==> src/rtl/buffer_port_arbiter.sv <==
// ---------------------------------------------------------------------------
// buffer_port_arbiter
//
// Purpose:
//   Shares one single-port on-chip buffer between NumReq requesters.
//   A round-robin arbiter picks at most one request per cycle.
//   The winner's access becomes a registered read or write command to the
//   buffer on the following cycle.
//   Read data returns two cycles after the grant. It goes to the requester
//   that issued the read.
//
// Ports:
//   clk, rst_n    clock (rising edge) and asynchronous active-low reset
//   req           per-requester request, held until granted
//   req_we        per-requester direction, 1 = write, 0 = read
//   req_addr      flattened addresses, slice i = [i*AddrWidth +: AddrWidth]
//   req_wdata     flattened write data, slice i = [i*DataWidth +: DataWidth]
//   gnt           combinational one-hot grant
//   rd_valid      one-hot read-return strobe
//   rd_data       shared read data, qualified by rd_valid
//   buf_write_en  buffer write command (registered)
//   buf_read_en   buffer read command (registered)
//   buf_addr      buffer address (registered)
//   buf_data_in   buffer write data (registered)
//   buf_data_out  buffer read data (1-cycle registered read inside buffer)
// ---------------------------------------------------------------------------
module buffer_port_arbiter #(
  parameter int DataWidth = 8,
  parameter int BuffDepth = 256,
  parameter int AddrWidth = $clog2(BuffDepth),
  parameter int NumReq    = 2,
  parameter int ReqIdxW   = $clog2(NumReq)
) (
  input  logic                          clk,
  input  logic                          rst_n,
  input  logic [NumReq-1:0]             req,
  input  logic [NumReq-1:0]             req_we,
  input  logic [NumReq*AddrWidth-1:0]   req_addr,
  input  logic [NumReq*DataWidth-1:0]   req_wdata,
  output logic [NumReq-1:0]             gnt,
  output logic [NumReq-1:0]             rd_valid,
  output logic [DataWidth-1:0]          rd_data,
  output logic                          buf_write_en,
  output logic                          buf_read_en,
  output logic [AddrWidth-1:0]          buf_addr,
  output logic [DataWidth-1:0]          buf_data_in,
  input  logic [DataWidth-1:0]          buf_data_out
);

  // Round-robin priority pointer: the requester searched first this cycle.
  logic [ReqIdxW-1:0]   ptr;

  // Arbitration result for the current cycle.
  logic                 gnt_any;
  logic [ReqIdxW-1:0]   gnt_idx;

  // Access fields of the winning requester.
  logic                 sel_we;
  logic [AddrWidth-1:0] sel_addr;
  logic [DataWidth-1:0] sel_wdata;

  // Read-return tag pipeline.
  // Stage 1 lines up with the read command.
  // Stage 2 lines up with the buffer's registered data.
  logic                 tag1_valid;
  logic [ReqIdxW-1:0]   tag1_idx;
  logic                 tag2_valid;
  logic [ReqIdxW-1:0]   tag2_idx;

  // Search upward from the pointer with wrap-around; the first set request
  // wins. Reset masks the grant so nothing is accepted while rst_n is low.
  always_comb begin
    int                 cand;
    logic [ReqIdxW-1:0] cand_idx;
    cand     = 0;
    cand_idx = '0;
    gnt_any  = 1'b0;
    gnt_idx  = '0;
    for (int off = 0; off < NumReq; off++) begin
      cand = int'(ptr) + off;
      if (cand >= NumReq) begin
        cand = cand - NumReq;
      end
      cand_idx = ReqIdxW'(cand);
      if (!gnt_any && req[cand_idx]) begin
        gnt_any = 1'b1;
        gnt_idx = cand_idx;
      end
    end
    if (!rst_n) begin
      gnt_any = 1'b0;
    end
  end

  always_comb begin
    gnt = '0;
    if (gnt_any) begin
      gnt[gnt_idx] = 1'b1;
    end
  end

  always_comb begin
    sel_we    = req_we[gnt_idx];
    sel_addr  = req_addr[int'(gnt_idx)*AddrWidth +: AddrWidth];
    sel_wdata = req_wdata[int'(gnt_idx)*DataWidth +: DataWidth];
  end

  // Command registers, pointer update and read-tag pipeline.
  // The two enables come from one direction bit, so they are never high
  // together. Address and data hold when there is nothing to issue.
  always_ff @(posedge clk or negedge rst_n) begin
    if (!rst_n) begin
      ptr          <= '0;
      buf_write_en <= 1'b0;
      buf_read_en  <= 1'b0;
      buf_addr     <= '0;
      buf_data_in  <= '0;
      tag1_valid   <= 1'b0;
      tag1_idx     <= '0;
      tag2_valid   <= 1'b0;
      tag2_idx     <= '0;
    end else begin
      buf_write_en <= gnt_any & sel_we;
      buf_read_en  <= gnt_any & ~sel_we;
      if (gnt_any) begin
        ptr      <= (gnt_idx == ReqIdxW'(NumReq - 1)) ? '0 : gnt_idx + 1'b1;
        buf_addr <= sel_addr;
        if (sel_we) begin
          buf_data_in <= sel_wdata;
        end
      end
      tag1_valid <= gnt_any & ~sel_we;
      tag1_idx   <= gnt_idx;
      tag2_valid <= tag1_valid;
      tag2_idx   <= tag1_idx;
    end
  end

  // Returned data is shared; only the strobe is steered to the reader.
  always_comb begin
    rd_valid = '0;
    if (tag2_valid) begin
      rd_valid[tag2_idx] = 1'b1;
    end
  end

  assign rd_data = buf_data_out;

endmodule

==> config.mk <==
export PLATFORM = sky130hd
export DESIGN_NAME = buffer_port_arbiter
export DESIGN_NICKNAME = d
export VERILOG_FILES = /design/src/rtl/buffer_port_arbiter.sv
export SDC_FILE = /design/constraint.sdc
export NUM_CORES = 1
export LEC_CHECK = 0
export CAP_MARGIN = 20
export CORE_ASPECT_RATIO = 1.4
export CORE_MARGIN = 2
export CORE_UTILIZATION = 38
export CTS_BUF_LIST = sky130_fd_sc_hd__clkbuf_8
export CTS_CLUSTER_DIAMETER = 100
export DETAILED_ROUTE_END_ITERATION = 8
export HOLD_SLACK_MARGIN = 0.1
export MAX_ROUTING_LAYER = met4
export PLACE_DENSITY = 0.87
export SYNTH_ARGS = -nofsm -noshare
export SYNTH_HDL_FRONTEND = slang
export SYNTH_SLANG_ARGS = --single-unit
==> constraint.sdc <==
create_clock -name clk -period 2.95 [get_ports clk]
set_clock_uncertainty 0.05 [all_clocks]
set_input_delay 0.59 -clock clk [delete_from_list [all_inputs] [get_ports clk]]
set_output_delay 0.59 -clock clk [all_outputs]
set_load 0.02 [all_outputs]
==> impl_metrics.py <==
metrics = {
    "status": {
        "outcome": "finished clean",
    },
    "setup_path": {
        "crit_slowest_cell": "clkdlybuf4s50_1",
        "startpoint_type": "primary input",
        "worst_path_largest_cell_delay_ns": 0.62,
        "endpoint_kind": "primary output",
        "cp.required_ns": 2.31,
        "cp_max_fo": 4,
        "crit_type": "in2out",
        "arrival_ns": 2.16,
        "cp.buffers_inverters": 3,
        "crit_cells": 6,
        "cp_common_cell": "clkdlybuf4s50_1",
        "r2r_cells": 5,
        "path_delay_family": "buffers and inverters",
        "cp_cell_sequence": "clkdlybuf4s50_1, nand2b_1, nand2_1, inv_1, nor2_2, clkdlybuf4s50_1",
    },
    "floorplan": {
        "rows": 22,
        "fp.dieW_um": 48.7,
        "core_mm2": 0.00264,
        "die_h_um": 66.6,
        "start_util_pct": 40.3,
        "die_area_mm2": 0.00325,
        "boundaryPins": 76,
    },
    "clocking": {
        "cts_inserted_buffers": 3,
        "cts_hold_buf": 0,
        "cts_root_buf": "clkbuf_8",
        "cts.path.max_buffers": 2,
        "cts_tree": "yes",
        "clock_latency_ns": 0.25,
        "h-tree-depth": 1,
        "post_cts_resized": 0,
        "cts.sinks": 22,
        "clkTransAtPathRegs_ns": 0.07,
        "post-cts-setup-buffers": 0,
    },
    "cells_and_area": {
        "antenna_cells": 0,
        "syn2layout_area_growth_pct": 60.0,
        "final_util_pct": 64.5,
        "multiInputGateArea_um2": 432,
        "fin_nets": 184,
        "n_fill_cell": 210,
        "seq_area_um2": 551,
        "drive_above_1_share_pct": 20.6,
    },
    "global_routing": {
        "use_met2_pct": 32.0,
        "grt_pass1_vias": 942,
        "met3_usage_pct": 3.59,
        "grt_start_max_net_pins": 24,
        "use_met1_pct": 16.1,
        "grt_pass1_wl_um": 4080,
        "grt_antenna_before_repair": 0,
        "gr-total-overflow": 0,
        "grt-busiest-layer": "met2",
        "grtUsageTotal_pct": 16.4,
    },
    "yosys": {
        "synth_area_leaders": "dfrtp_1, mux2_4, mux2_2",
        "synth_area_per_cell_um2": 13.5,
        "synth-edff-count": 0,
        "yosys.area.top_type": "dfrtp_1",
        "ys.flop_type": "dfrtp_1",
        "ys_top_cells_by_count": "dfrtp_1, and2_1",
        "yosysMostFrequentCell": "dfrtp_1",
        "postSynthCellCount": 79,
        "yosysSeqAreaShare_pct": 51.7,
        "synth.distinct_cells": 19,
        "synthArstFlopShare_pct": 100,
        "ys_warn_count": 0,
        "syn_nets": 125,
        "synth-seq-cells": 22,
        "synth_top_area_share_pct": 51.7,
        "syn_area_mm2": 0.00106,
    },
    "detailed_routing": {
        "viasPerCell": 4.83,
        "route.detailed.drc": 0,
        "drt-wirelength-per-cell_um": 14.3,
        "first_iter_violations": 1,
        "routed_wirelength_um": 2450,
        "antenna_left": 0,
        "drtPass1Iterations": 3,
        "num_vias": 830,
    },
    "timing": {
        "setup-violations-final": 0,
        "period_needed_ns": 2.80,
        "final_max_slew_viol_count": 0,
        "min_period_over_period_pct": 94.9,
        "final-hold-violation-count": 0,
        "slew_headroom_pct": 66.0,
        "rsz0062_at_grt": "no",
        "worst_pin_slew_ns": 0.507,
        "tns_ns": 0,
        "max_freq_ghz": 0.357,
    },
    "power_and_ir_drop": {
        "leakage_uw": 0.000744,
        "ir_drop_mv": 0.317,
        "powerDensity_mw_per_mm2": 529,
        "power_uw": 902,
    },
    "worst_hold_path": {
        "hp-class": "reg2reg",
        "whs_path_depth": 0,
    },
    "flow_run": {
        "drv_cap": 0,
    },
    "place": {
        "gp_congestion": 0.720,
        "dp_hpwl_um": 2020,
        "portBuffers": 59,
    },
}
[metrics by stage]
stage	cell area (µm²)	hold slack (ns)	worst slack, ns	instances
after detailed placement	1660	0.287	0.159	169
after global routing	1700	0.323	0.0539	172
after floorplan	1060	0.244	1.06	79
after CTS	1700	0.304	0.137	172
after global placement	1660	0.292	0.183	169
final	1700	0.301	0.150	172
[layout make-up]
class	count	share of cell area, %
multi-input cells	45	25.3
inverters	2	0.441
flip-flops and latches	22	32.3
clock buffers	3	2.42
repair buffers	64	36.9
well taps	36	2.64
[cells in the final DEF, fill, tap and decap left out, drive strengths merged]
cell type / n
clkdlybuf4s50: 59
dfrtp: 22
mux2: 16
and2: 9
a221o: 8
buf: 5
clkbuf: 3
nand2: 2
inv: 2
nor2: 2
o21ai: 2
nand2b: 1
nor2b: 1
and3: 1
a21oi: 1
a211oi: 1
a21o: 1
[per-layer routing]
metal	wire, µm	up-vias
met1	897	395
met5	0	-
met2	1320	45
li1	-	386
met3	217	4
met4	14	0
[power breakdown]
group | total, µW | internal (µW) | switching [µW] | leakage [µW]
sequential | 383 | 355 | 27.2 | 0.000269
combinational | 343 | 200 | 143 | 0.000454
clock | 176 | 90.7 | 85.5 | 0.0000216
[logic make-up (layout without fill, tap and decap cells)]
family          after synthesis  after routing  share of synthesized area, %
flops                        22             22                          51.7
compound gates               13             13                          11.4
mux                          16             16                          19.7
simple gates                 16             16                          9.40
buf+inv                      12             69                          7.76
[flip-flops by register name, summed over array words and instances (netlist names)]
signal,count
ptr,1
buf_data_in,8
tag2_idx,1
buf_addr,8
tag1_idx,1
buf_write_en,1
tag1_valid,1
tag2_valid,1
[worst paths after layout]
path                            slack (ns)             end      from
worst max-delay path                  0.15          gnt[0]    req[0]
worst min-delay path                  0.30        tag2_idx  tag1_idx
worst max register to register        1.27  buf_data_in[4]       ptr
worst min register to register        0.30        tag2_idx  tag1_idx
max in group asynchronous             1.93  buf_data_in[7]     rst_n
min in group asynchronous             0.69     buf_addr[6]     rst_n
(Power assumes the default switching activity.)
